## config.mk

```make
export PLATFORM = sky130hd
export DESIGN_NAME = nacc_sequencer
export DESIGN_NICKNAME = d
export VERILOG_FILES = /design/src/rtl/nacc_sequencer.sv
export SDC_FILE = /design/constraint.sdc
export NUM_CORES = 1
export LEC_CHECK = 0
export CELL_PAD_IN_SITES_DETAIL_PLACEMENT = 2
export CELL_PAD_IN_SITES_GLOBAL_PLACEMENT = 2
export CORE_MARGIN = 10
export CORE_UTILIZATION = 26
export CTS_BUF_LIST = sky130_fd_sc_hd__clkbuf_8
export DETAILED_ROUTE_END_ITERATION = 6
export PLACE_DENSITY = 0.78
export SLEW_MARGIN = 0
export SYNTH_ARGS = -nofsm -noshare
export SYNTH_HDL_FRONTEND = slang
export SYNTH_SLANG_ARGS = --single-unit
export TNS_END_PERCENT = 5
```

## constraint.sdc

```tcl
create_clock -name clk -period 3.5 [get_ports clk]
set_input_delay 0.7 -clock clk [delete_from_list [all_inputs] [get_ports clk]]
set_output_delay 0.7 -clock clk [all_outputs]
set_load 0.02 [all_outputs]
```

## src/rtl/nacc_sequencer.sv

```systemverilog
// ---------------------------------------------------------------------------
// nacc_sequencer
//
// Purpose: multi-cycle sequencer for the neuron-accumulate (NACC) operation.
// When decode issues, it latches the spike vector (SVR) and the neuron state
// (NSR). It then walks the active lanes of the weight vector register (WVR)
// through a read port with 1-cycle latency. Each weight whose spike bit is
// set is added to the accumulator with signed saturation. An optional
// threshold-and-fire step runs at the end, and the result is written back to
// the NSR.
//
// Ports:
//   clk, rst      clock, synchronous active-high reset
//   start         issue pulse from decode (honoured only in IDLE)
//   start_vl      lane count code: 00=1, 01=2, 10=4, 11=4
//   start_fire    1 = threshold-and-fire after accumulation
//   flush         pipeline kill; aborts any operation in progress
//   svr_in        spike bits, latched at issue
//   nsr_in        current neuron state, latched at issue
//   threshold     signed firing threshold, sampled in WB
//   wvr_raddr     WVR lane read address
//   wvr_rdata     WVR read data, valid one cycle after wvr_raddr
//   stall         pipeline stall
//   busy          sequencer not in IDLE
//   nsr_we        NSR write enable (1-cycle pulse in WB)
//   nsr_wdata     value written to the NSR
//   spike_out     fire indication, valid with nsr_we
//   done          completion pulse, coincident with nsr_we
//
// Handshake: this block has no valid/ready pair. A start seen in IDLE
// without flush is accepted in that same cycle. stall covers the issuing
// cycle and every busy cycle. A start seen in any other state is dropped.
// ---------------------------------------------------------------------------
module nacc_sequencer #(
  parameter int DATA_W    = 32,
  parameter int WEIGHT_W  = 8,
  parameter int MAX_LANES = 4,
  parameter int LANE_AW   = 2
) (
  input  logic                 clk,
  input  logic                 rst,
  input  logic                 start,
  input  logic [1:0]           start_vl,
  input  logic                 start_fire,
  input  logic                 flush,
  input  logic [MAX_LANES-1:0] svr_in,
  input  logic [DATA_W-1:0]    nsr_in,
  input  logic [DATA_W-1:0]    threshold,
  output logic [LANE_AW-1:0]   wvr_raddr,
  input  logic [WEIGHT_W-1:0]  wvr_rdata,
  output logic                 stall,
  output logic                 busy,
  output logic                 nsr_we,
  output logic [DATA_W-1:0]    nsr_wdata,
  output logic                 spike_out,
  output logic                 done
);

  typedef enum logic [1:0] {
    S_IDLE  = 2'b00,
    S_RUN   = 2'b01,
    S_DRAIN = 2'b10,
    S_WB    = 2'b11
  } state_e;

  state_e                state_q,     state_d;
  logic [LANE_AW-1:0]    cnt_q,       cnt_d;
  logic [1:0]            vl_q,        vl_d;
  logic                  fire_mode_q, fire_mode_d;
  logic [MAX_LANES-1:0]  svr_q,       svr_d;
  logic [DATA_W-1:0]     acc_q,       acc_d;
  logic                  rd_valid_q,  rd_valid_d;
  logic [LANE_AW-1:0]    rd_tag_q,    rd_tag_d;
  logic [LANE_AW-1:0]    raddr_q,     raddr_d;

  logic [LANE_AW-1:0]    last_idx;
  logic [DATA_W:0]       addend;
  logic [DATA_W:0]       sum;
  logic [DATA_W-1:0]     sum_sat;
  logic                  wb_active;
  logic                  fire;

  // Index of the final lane for the latched length code (11 acts as 10).
  always_comb begin
    case (vl_q)
      2'b00:   last_idx = '0;
      2'b01:   last_idx = LANE_AW'(1);
      default: last_idx = LANE_AW'(MAX_LANES - 1);
    endcase
  end

  // Saturating accumulate, one bit wider than the state. Masked lanes add 0.
  always_comb begin
    addend = '0;
    if (svr_q[rd_tag_q]) begin
      addend = {{(DATA_W + 1 - WEIGHT_W){wvr_rdata[WEIGHT_W-1]}}, wvr_rdata};
    end
    sum = {acc_q[DATA_W-1], acc_q} + addend;
    if (sum[DATA_W] != sum[DATA_W-1]) begin
      // Overflow: the top bit of the wide sum gives the true sign.
      sum_sat = sum[DATA_W] ? {1'b1, {(DATA_W-1){1'b0}}}
                            : {1'b0, {(DATA_W-1){1'b1}}};
    end else begin
      sum_sat = sum[DATA_W-1:0];
    end
  end

  // Next-state logic.
  always_comb begin
    state_d     = state_q;
    cnt_d       = cnt_q;
    vl_d        = vl_q;
    fire_mode_d = fire_mode_q;
    svr_d       = svr_q;
    acc_d       = acc_q;
    rd_valid_d  = 1'b0;
    rd_tag_d    = rd_tag_q;
    raddr_d     = raddr_q;

    // Read data for the lane tagged last cycle arrives now.
    if (rd_valid_q) begin
      acc_d = sum_sat;
    end

    case (state_q)
      S_IDLE: begin
        if (start && !flush) begin
          vl_d        = start_vl;
          fire_mode_d = start_fire;
          svr_d       = svr_in;
          acc_d       = nsr_in;
          cnt_d       = '0;
          raddr_d     = '0;
          state_d     = S_RUN;
        end
      end
      S_RUN: begin
        rd_valid_d = 1'b1;
        rd_tag_d   = cnt_q;
        cnt_d      = cnt_q + LANE_AW'(1);
        if (cnt_q == last_idx) begin
          // The address holds at the last lane once RUN ends.
          state_d = S_DRAIN;
        end else begin
          // The address register tracks cnt while in RUN.
          raddr_d = cnt_q + LANE_AW'(1);
        end
      end
      S_DRAIN: begin
        state_d = S_WB;
      end
      S_WB: begin
        state_d = S_IDLE;
      end
      default: begin
        state_d = S_IDLE;
      end
    endcase

    // Flush wins over everything except reset. The read still in flight is dropped.
    if (flush && (state_q != S_IDLE)) begin
      state_d    = S_IDLE;
      rd_valid_d = 1'b0;
    end
  end

  always_ff @(posedge clk) begin
    if (rst) begin
      state_q     <= S_IDLE;
      cnt_q       <= '0;
      vl_q        <= '0;
      fire_mode_q <= 1'b0;
      svr_q       <= '0;
      acc_q       <= '0;
      rd_valid_q  <= 1'b0;
      rd_tag_q    <= '0;
      raddr_q     <= '0;
    end else begin
      state_q     <= state_d;
      cnt_q       <= cnt_d;
      vl_q        <= vl_d;
      fire_mode_q <= fire_mode_d;
      svr_q       <= svr_d;
      acc_q       <= acc_d;
      rd_valid_q  <= rd_valid_d;
      rd_tag_q    <= rd_tag_d;
      raddr_q     <= raddr_d;
    end
  end

  // WB outputs are decoded from the registered state. The same-cycle flush
  // and the live threshold gate them here.
  assign wb_active = (state_q == S_WB) && !flush;
  assign fire      = fire_mode_q && ($signed(acc_q) >= $signed(threshold));

  assign wvr_raddr = raddr_q;
  assign busy      = (state_q != S_IDLE);
  assign stall     = busy | (start && (state_q == S_IDLE));
  assign nsr_we    = wb_active;
  assign done      = wb_active;
  assign spike_out = wb_active && fire;
  assign nsr_wdata = (wb_active && !fire) ? acc_q : '0;

endmodule

```

# ---- After elaboration in Yosys (flattened, before gate mapping)
# Index checks and enable logic that the tools add are counted.
dict set report totals {
  output_inout_bits 39
  word_cells 59
  ff_bits 48
  input_bits 83
}
dict set report op_classes {
  bitwise 1
  addsub 2
  muxes 18
  eq_ne 9
  reduce_logical 18
  magnitude_cmp 2
}
# operator n
set ops {}
lappend ops {{32-bit two-way mux} 6}
lappend ops {{33-bit adder} 1}
lappend ops {{33-bit two-way mux} 1}
lappend ops {{32-bit greater-or-equal comparator} 1}
lappend ops {{2-bit one-hot mux with 2 select lines} 3}
lappend ops {{2-bit two-way mux} 4}
lappend ops {{2-bit one-hot mux with 4 select lines} 1}
lappend ops {{1-bit logical AND} 7}
lappend ops {{2-bit != test, second input constant} 3}
lappend ops {{2-bit AND reduction} 3}
lappend ops {{2-bit by 1-bit == test with 1-bit output, second input constant} 2}
lappend ops {{2-bit == test, second input constant} 2}
lappend ops {{2-bit zero test} 2}
lappend ops {{2-bit nonzero test} 2}
lappend ops {{2-bit by 3-bit < comparator with 1-bit output, second input constant} 1}
lappend ops {{3-bit AND reduction} 1}
lappend ops {{2-bit by 1-bit adder with 2-bit output, second input constant} 1}
lappend ops {{1-bit binary-select mux with 2-bit select} 1}
lappend ops {{2-bit == test} 1}
lappend ops {{1-bit zero test} 2}
lappend ops {{1-bit two-way mux} 2}
lappend ops {{2-bit OR reduction} 1}
lappend ops {{1-bit != test} 1}
lappend ops {{1-bit OR} 1}

# ---- Longest topological paths before layout
# Gate-level depths: netlist (run 1).
dict set report depth {
  word_depth 9
  mapped_depth 16
  ltp_nobuf 14
}

# ---- Worst setup path after synthesis (run 1)
# OpenSTA, ideal clock, no wires.
dict set report synth_path {
  path_kind {register -> register}
  startpoint {register rd_tag_q[0]}
  endpoint {register acc_q[28]}
  arrival_time_ns 3.722
  required_time_ns 3.420
  setup_slack_ns -0.302
  stages_incl_launch_ff 16
  period_less_slack_ns 3.802
  path_buffers 1
  setup_ns 0.080
  path_cell_list {dfxtp_1 mux4_2 buf_2 and2_1 ha_1 inv_1 fa_1 nor2b_1 o31a_1 o21ai_1 a21oi_1 or3b_1 nor4_1 a31oi_1 o31a_1 a211oi_2}
}
dict set report synth_between {
  elab_chain_cells 9
  word_cells_on_any_way 10
  classes_between {add/sub (1); eq/ne (1); mux (8)}
}
# item line_no
set synth_lines {}
lappend synth_lines {{start: declaration} 73} ;# logic [LANE_AW-1:0] rd_tag_q, rd_tag_d;
lappend synth_lines {{start signal: assignment} 186} ;# rd_tag_q <= rd_tag_d;
lappend synth_lines {{1-bit binary-select mux with 2-bit select *} 95} ;# if (svr_q[rd_tag_q]) begin
lappend synth_lines {{1-bit two-way mux (not written as such) *} 95}
lappend synth_lines {{33-bit two-way mux *} 95}
lappend synth_lines {{33-bit adder *} 98} ;# sum = {acc_q[DATA_W-1], acc_q} + addend;
lappend synth_lines {{32-bit two-way mux / 1-bit != test (equally long branches)} {101, 99}}
lappend synth_lines {{32-bit two-way mux *} 99} ;# if (sum[DATA_W] != sum[DATA_W-1]) begin
lappend synth_lines {{32-bit two-way mux *} 121} ;# if (rd_valid_q) begin
lappend synth_lines {{32-bit two-way mux} 127} ;# if (start && !flush) begin
lappend synth_lines {{32-bit two-way mux *} 125} ;# case (state_q)
lappend synth_lines {{end signal: assignment} 174} ;# acc_q <= '0;
lappend synth_lines {{end signal: assignment} 184} ;# acc_q <= acc_d;
lappend synth_lines {{end: declaration} 71} ;# logic [DATA_W-1:0] acc_q, acc_d;
# Mark *: on every way between the ends. The rest lies on a longest branch, timed or not. The select of a mux whose other input is x is not followed.
# A chain may end at the register's enable or synchronous reset.

# ---- Worst setup path after layout (run 1)
dict set report layout_path {
  startpoint {register rd_tag_q[0]}
  endpoint {register acc_q[21]}
}
# Same word-level chain as after synthesis.

==> results of run 1 <==
## what timing repair did
| item | 4_1_cts | 5_1_grt |
|---|---|---|
| pin swaps | 88 | 55 |
| cloned | 4 | 0 |
| endpoints found under the setup margin | 65 | 65 |
| endpoints found under the hold margin | 0 | 0 |
| buffers inserted | 28 | 4 |
| resized for setup | 394 | 76 |
## routing by layer
| layer | vias to the layer above | track usage |
|---|---|---|
| met4 | 0 | 0.0807 |
| met3 | 60 | 0.0397 |
| met1 | 3265 | 0.270 |
| met2 | 190 | 0.435 |
| met5 | - | 0 |
| li1 | 2966 | - |
## area by class of cell
class                   count  area, um2  area share
well taps                 260        325      0.0382
flip-flops and latches     48        963       0.113
repair buffers            267       2390       0.281
inverters                  47        184      0.0216
multi-input cells         553       4540       0.533
clock buffers               5       68.8     0.00808
clock inverters             3       47.5     0.00558
## power by group through the flow
stage | clock, mW | sequential, mW | combinational (mW)
final | 0.460 | 0.800 | 2.53
after global routing | 0.489 | 0.814 | 2.71
after CTS | 0.465 | 0.785 | 2.37
after detailed placement | 0 | 0.770 | 2.07
after global placement | 0 | 0.758 | 1.96
after floorplan | 0 | 0.759 | 1.11
## worst max-delay path, stage by stage (launching register included)
cell and delay (ps):
dfxtp_2 350, mux4_2 570, buf_6 160, and2_4 150, ha_4 210, buf_4 140
nor2b_4 130, o31a_1 320, o21ai_4 220, buf_6 130, a21oi_4 50, buf_6 120
o32ai_4 400, nor2_4 120, a21oi_4 160, buf_12 190, a21boi_2 200, a211oi_2 80
## metrics by stage
stage          worst slack (ps)  total power, mW  utilization
3_3_place_gp              -1190             2.72        0.388
4_1_cts                    -404             3.62        0.444
5_1_grt                    -514             4.01        0.452
3_5_place_dp              -1420             2.84        0.388
6_report                   -359             3.79        0.452
2_1_floorplan             -17.1             1.87            -
## placed cells by master, fill, tap and decap left out, drive strengths merged, types with 8 or more instances in the layout
cell	count
and2	45
nand4	11
o21a	8
a311oi	10
nand3	12
a211oi	20
or3	12
nor2	63
nor4	17
buf	182
a31oi	9
mux2i	8
nand2	76
clkbuf	14
ha	43
clkdlybuf4s50	55
dfxtp	48
a21oi	34
nand2b	12
dlygate4sd2	14
nor3	17
inv	47
a21o	11
o21ai	45
## cells by family (layout without fill, tap and decap cells)
logic type,count (synthesis),in the layout,share of synthesized area
xor gates and xnor gates,5,5,0.00876
DFF,48,48,0.192
AOI/OAI and AO/OA,188,188,0.262
and+or+nand+nor,303,304,0.320
muxes,11,11,0.0250
adders and majority gates,45,45,0.114
buffers and inverters,94,322,0.0788
## path summary, 6_finish.rpt
path,start,end,cells past startpoint
worst min-delay path,svr_q[0]$_SDFFE_PP0P_,svr_q[0]$_SDFFE_PP0P_,2
worst min register to register,svr_q[0]$_SDFFE_PP0P_,svr_q[0]$_SDFFE_PP0P_,2
worst max register to register,rd_tag_q[0]$_SDFFE_PP0P_,acc_q[21]$_SDFF_PP0_,17
worst max-delay path,rd_tag_q[0]$_SDFFE_PP0P_,acc_q[21]$_SDFF_PP0_,17
## state kept, by name, indices dropped and copies added, names as in the netlist
| name | cells |
|---|---|
| vl_q | 2 |
| svr_q | 4 |
| rd_tag_q | 2 |
| wvr_raddr | 2 |
| rd_valid_q | 1 |
| cnt_q | 2 |
| acc_q | 32 |
| state_q | 2 |
| fire_mode_q | 1 |
==> summary.md, run 1 <==
| Metric | Value |
|---|---|
| Number of synthesized flops with an enable pin | `0` |
| Clk root buf | `clkbuf_8` |
| DR vias/cell | `5.48` |
| Post-synthesis area per instance | `7.20 um2` |
| Status | `complete, but fails checks` |
| Critical Path Start Type | `register` |
| Slew @ Worst Pin | `879 ps` |
| I/O pin cnt | `122` |
| Synth top area share | `0.192` |
| Net Switching | `1.81 mW` |
| Vias post-DR | `6481` |
| Clock share of power | `0.121` |
| Arr. time, crit path | `4050 ps` |
| Largest net degree at the start of global routing | `34` |
| Critical path fanouts, max | `16` |
| Sw Ratio | `0.477` |
| Largest area contributor in the netlist | `dfxtp_1` |
| DP Area | `0.00730 mm2` |
| Cts bufs inserted | `5` |
| Max-slew violations | `0` |
| Fmax | `259 MHz` |
| Area of the mapped netlist | `0.00500 mm2` |
| Cell Count, Final, Fillers Out | `1183` |
| Netlist cell types | `77` |
| Min Clock Period, post-route | `3860 ps` |
| Int Power | `1.98 mW` |
| Syn Nets | `821` |
| Starting Density | `0.265` |
| Die X | `159 um` |
| VDD IR max | `0.000274 V` |
| Initial antenna violation count | `0` |
| Most frequent cells after synthesis | `nand2_1 (75), nor2_1 (62), dfxtp_1 (48)` |
| Mean routed wirelength per cell | `25.6 um` |
| Post-route cell area | `0.00851 mm2` |
| Cts hold-fix bufs | `0` |
| Failing checks | `negative setup slack` |
| Post-synth top flop | `dfxtp_1` |
| DR iter-0 viols | `339` |
| DRT Wirelength | `30300 um` |
| M1 WL | `12200 um` |
| Synth Register Bits | `48` |
| Share of synthesized registers carrying an async set or reset | `0` |
| Antenna Nets Post-Route | `0` |
| Layout cells sized above 1 | `0.423` |
| First-pass GRT wire length | `45800 um` |
| Area grow syn2layout | `70.3%` |
| Layout net count | `1049` |
| RSZ-0062 raised after global routing | `yes` |
| FILL cells | `2087` |
| Count leader, synth | `nand2_1` |
| Tcrit/Tclk final | `1.10` |
| Flop2flop setup slack | `-360 ps` |
| H-tree depth | `2` |
| Core ar. | `0.0188 mm2` |
| Slew Limit Headroom | `0.413` |
| Sequential Power Share | `0.211` |
| Port-buffer cells | `121` |
| Ranking of synthesized cells by area | `dfxtp_1 (19%), ha_1 (11%), nand2_1 (5.6%)` |
| CTS tree | `done` |
| Gate power share | `0.668` |
| Met3 wire length | `1470 um` |
| Min-delay worst type | `register to register` |
| Clock Skews | `8.05 ps` |
| Cell count after synthesis | `694` |
| Diode count | `0` |
| Max Root-Sink Buffers | `2` |
| Pleak | `3.43 nW` |
| Critical path type | `register to register` |
| Final hold violation count | `0` |
| Sink Count | `48` |
| Final setup margin | `-359 ps` |
| Clk Latency, worst-skew pair | `340 ps` |
| Required time of the critical path | `3690 ps` |
| Final setup fails | `65` |
| Sequential-to-total area share from yosys stat | `0.192` |
| Placed insts | `1143` |
| Highest routed layer | `met4` |
| Full die area | `0.0252 mm2` |
| Synth warn | `0` |
| Routed length on met2 | `15600 um` |
| First-pass detailed-route iteration total | `4` |
| Clock Pin Slew Worst Setup and Hold Paths | `110 ps` |
| GRT Total Usage | `0.237` |
| Cell Pwr Density | `446 mW/mm2` |
| Die Y | `159 um` |
| GRT overflow | `0` |
| HPWL reported at the end of detailed placement | `21400 um` |
| TNS Setup | `-18780 ps` |
| Row cnt | `50` |
| CP endpoint kind | `register` |
| MaxCap Viol Count | `0` |
| Vias in the first global route | `7489` |
| Residual DRC | `0` |
| Hold slack | `479 ps` |
| GPL Wtd Cong | `0.889` |
(Power assumes the default switching activity.)
==> inputs of run 2 (changes only) <==
--- a/config.mk
+++ b/config.mk
@@ -7,6 +7,7 @@
 export LEC_CHECK = 0
 export CELL_PAD_IN_SITES_DETAIL_PLACEMENT = 2
 export CELL_PAD_IN_SITES_GLOBAL_PLACEMENT = 2
+export CORE_ASPECT_RATIO = 0.8
 export CORE_MARGIN = 10
 export CORE_UTILIZATION = 26
 export CTS_BUF_LIST = sky130_fd_sc_hd__clkbuf_8
==> summary.md, run 2 (synthesis gave the netlist of run 1 again) <==
| Metric | Value |
|---|---|
| Status | `complete, but fails checks` |
| Failing checks | `negative setup slack` |
| Layout cells sized above 1 | `0.409 (-0.0133)` |
| Critical R2R Capture | `acc_q[22]$_SDFF_PP0_` |
| Cell Pwr Density | `438 mW/mm2 (-1.7%)` |
| Setup crit end | `acc_q[22]$_SDFF_PP0_` |
| Final setup margin | `-400 ps (-41.4 ps)` |
| Mean routed wirelength per cell | `23.7 um (-7.3%)` |
| Clock Skews | `13.4 ps (+5.37 ps)` |
| WP depth | `16 (-1)` |
| Critical path, cell by cell | `mux4_2 -> and2_4 -> ha_4 -> inv_4 -> fa_2 -> nor2b_2 -> o31a_1 -> o21ai_4 -> buf_6 -> buf_6 -> buf_6 -> nand2_2 -> a211o_4 -> o21a_1 -> o31a_1 -> a211oi_2` |
| Antenna Nets Post-Route | `0 (unchanged)` |
| First-pass GRT wire length | `42600 um (-7.2%)` |
| CP Launch Point | `rd_tag_q[0]$_SDFFE_PP0P_` |
| Sequential cell area | `963 um2 (unchanged)` |
| R2R cell count | `16 (-1)` |
| CP max stage cell | `mux4_2` |
| Clock Pin Slew Worst Setup and Hold Paths | `110 ps (about the same)` |
| Clk root buf | `clkbuf_8` |
| Critical path fanouts, max | `6 (-10)` |
| Critical path type | `register to register` |
| Fmax | `256 MHz (-1.1%)` |
| Min Clock Period, post-route | `3900 ps (+41.4 ps)` |
| Flip-flop count of the largest register after layout | `32 (unchanged)` |
| MaxCap Viol Count | `0 (unchanged)` |
| Vias in the first global route | `7066 (-5.6%)` |
| GPL Wtd Cong | `0.957 (+7.6%)` |
| Vias post-DR | `6269 (-3.3%)` |
| H-tree depth | `2 (unchanged)` |
| Row cnt | `45 (-10%)` |
| Sink Count | `48 (unchanged)` |
| Largest stage delay on the critical path | `590 ps (+20 ps)` |
| Slew Limit Headroom | `0.491 (+0.0777)` |
| Final setup fails | `63 (-3.1%)` |
| GRT Total Usage | `0.215 (-0.0222)` |
| Multi-input logic area | `0.00455 mm2 (+0.19%)` |
| Placed insts | `1139 (-0.35%)` |
| Port-buffer cells | `121 (unchanged)` |
| Clk Latency, worst-skew pair | `340 ps (about the same)` |
| VDD IR max | `0.000160 V (-42%)` |
| Largest net degree at the start of global routing | `48 (+41%)` |
| DR iter-0 viols | `340 (+0.29%)` |
| Critical Path Start Type | `register` |
| Pleak | `3.38 nW (-1.7%)` |
| RSZ-0062 raised after global routing | `yes` |
| Min-delay worst type | `register to register` |
| Final Core Density | `0.445 (-0.00718)` |
| I/O pin cnt | `122 (unchanged)` |
| CP most frequent cell | `buf_6` |
| CP Buf/Inv Count | `4 (-1)` |
| Layout net count | `1035 (-1.3%)` |
| Full die area | `0.0252 mm2 (+0.14%)` |
| Most common cell after layout, fill and taps aside | `buf_4` |
| Die X | `175 um (+10%)` |
| Design Power | `3.69 mW (-2.8%)` |
| CTS tree | `done` |
| Largest regs | `acc_q (32), svr_q (4)` |
| Diode count | `0 (unchanged)` |
| Arr. time, crit path | `4160 ps (+110 ps)` |
| Top reg by flops | `acc_q` |
| Max Root-Sink Buffers | `2 (unchanged)` |
| HPWL reported at the end of detailed placement | `20900 um (-2.2%)` |
| GRT overflow | `0 (unchanged)` |
| Die Y | `144 um (-9.2%)` |
| Area grow syn2layout | `68.4%` |
| Initial antenna violation count | `0 (unchanged)` |
| Max-slew violations | `0 (unchanged)` |
| Cts bufs inserted | `5 (unchanged)` |
| Flop2flop setup slack | `-400 ps (-40 ps)` |
| Tcrit/Tclk final | `1.11 (+0.0118)` |
| Reg2reg start | `rd_tag_q[0]$_SDFFE_PP0P_` |
| Residual DRC | `0 (unchanged)` |
| Slew @ Worst Pin | `756 ps (-122 ps)` |
| DRT Wirelength | `27700 um (-8.6%)` |
| Cell Count, Final, Fillers Out | `1167 (-1.4%)` |
| Final hold violation count | `0 (unchanged)` |
| Most frequent cells in the layout | `buf_4 (116), nand2_1 (68), nor2_1 (58), clkdlybuf4s50_1 (56), buf_6 (48)` |
| Core ar. | `0.0189 mm2 (+0.46%)` |
| Starting Density | `0.264 (-0.00123)` |
| Required time of the critical path | `3760 ps (+70 ps)` |
| First-pass detailed-route iteration total | `4 (unchanged)` |
| Worst hold start | `svr_q[0]$_SDFFE_PP0P_` |
| DR vias/cell | `5.37 (-1.9%)` |
| CP endpoint kind | `register` |
| FILL cells | `2104 (+0.81%)` |
| CP delay by family, top | `compound AO/OA/AOI/OAI gates` |
-- run 2: cell types whose count changed in the layout (fill, tap and decap cells not counted), sizes merged --
cell           change
and2               -1
buf               -10
clkbuf             -8
clkdlybuf4s18      -1
clkdlybuf4s50      +1
dlygate4sd2        +5
-- run 2: report_power, final --
group	switching, mW	internal (mW)
Sequential	0.126	0.657
Combinational	1.37	1.07
Clock	0.240	0.216
-- run 2: how the worst min path moves through the flow --
stage / end / slack [ps] / cells past startpoint
CTS: svr_q[0]$_SDFFE_PP0P_ / 470 / 2
global placement: svr_q[0]$_SDFFE_PP0P_ / 450 / 2
detailed placement: svr_q[0]$_SDFFE_PP0P_ / 460 / 2
finish: svr_q[0]$_SDFFE_PP0P_ / 470 / 2
global route: svr_q[0]$_SDFFE_PP0P_ / 490 / 2
floorplan: svr_q[2]$_SDFFE_PP0P_ / 430 / 2
-- run 2: timing repair --
item	4_1_cts	5_1_grt
resized for setup	377	59
hold buffers	0	0
buffers inserted	4	15
pin swaps	64	33
cloned	1	0
setup endpoints to repair	64	65
-- run 2: worst min-delay path, delay by kind of cell, from the launching register on --
kind            cells  cell delay [ps]
simple gates        1               50
flops               1              330
compound gates      1               50
-- run 2: through the flow --
step / instance area, um2 / setup TNS, ps / worst slack (ps) / hold slack, ps
2_1_floorplan: 5110 / -514 / -17.1 / 433
5_1_grt: 8420 / -21330 / -506 / 493
3_5_place_dp: 7320 / -56170 / -1330 / 457
3_3_place_gp: 7320 / -50540 / -1260 / 448
6_report: 8420 / -12650 / -400 / 468
4_1_cts: 8050 / -11500 / -367 / 472
-- run 2: layout make-up --
cell class                      count  area share
Inverter                           47      0.0216
Multi-Input combinational cell    552       0.540
Tap cell                          258      0.0383
Clock inverter                      3     0.00565
Sequential cell                    48       0.114
Clock buffer                        5     0.00817
Timing Repair Buffer              254       0.272
-- run 2: metal layers --
metal  part of all wire  global-route usage
met1               0.45               0.269
met4              0.020              0.0463
met3              0.040              0.0352
met2               0.49               0.380
met5                  0                   0
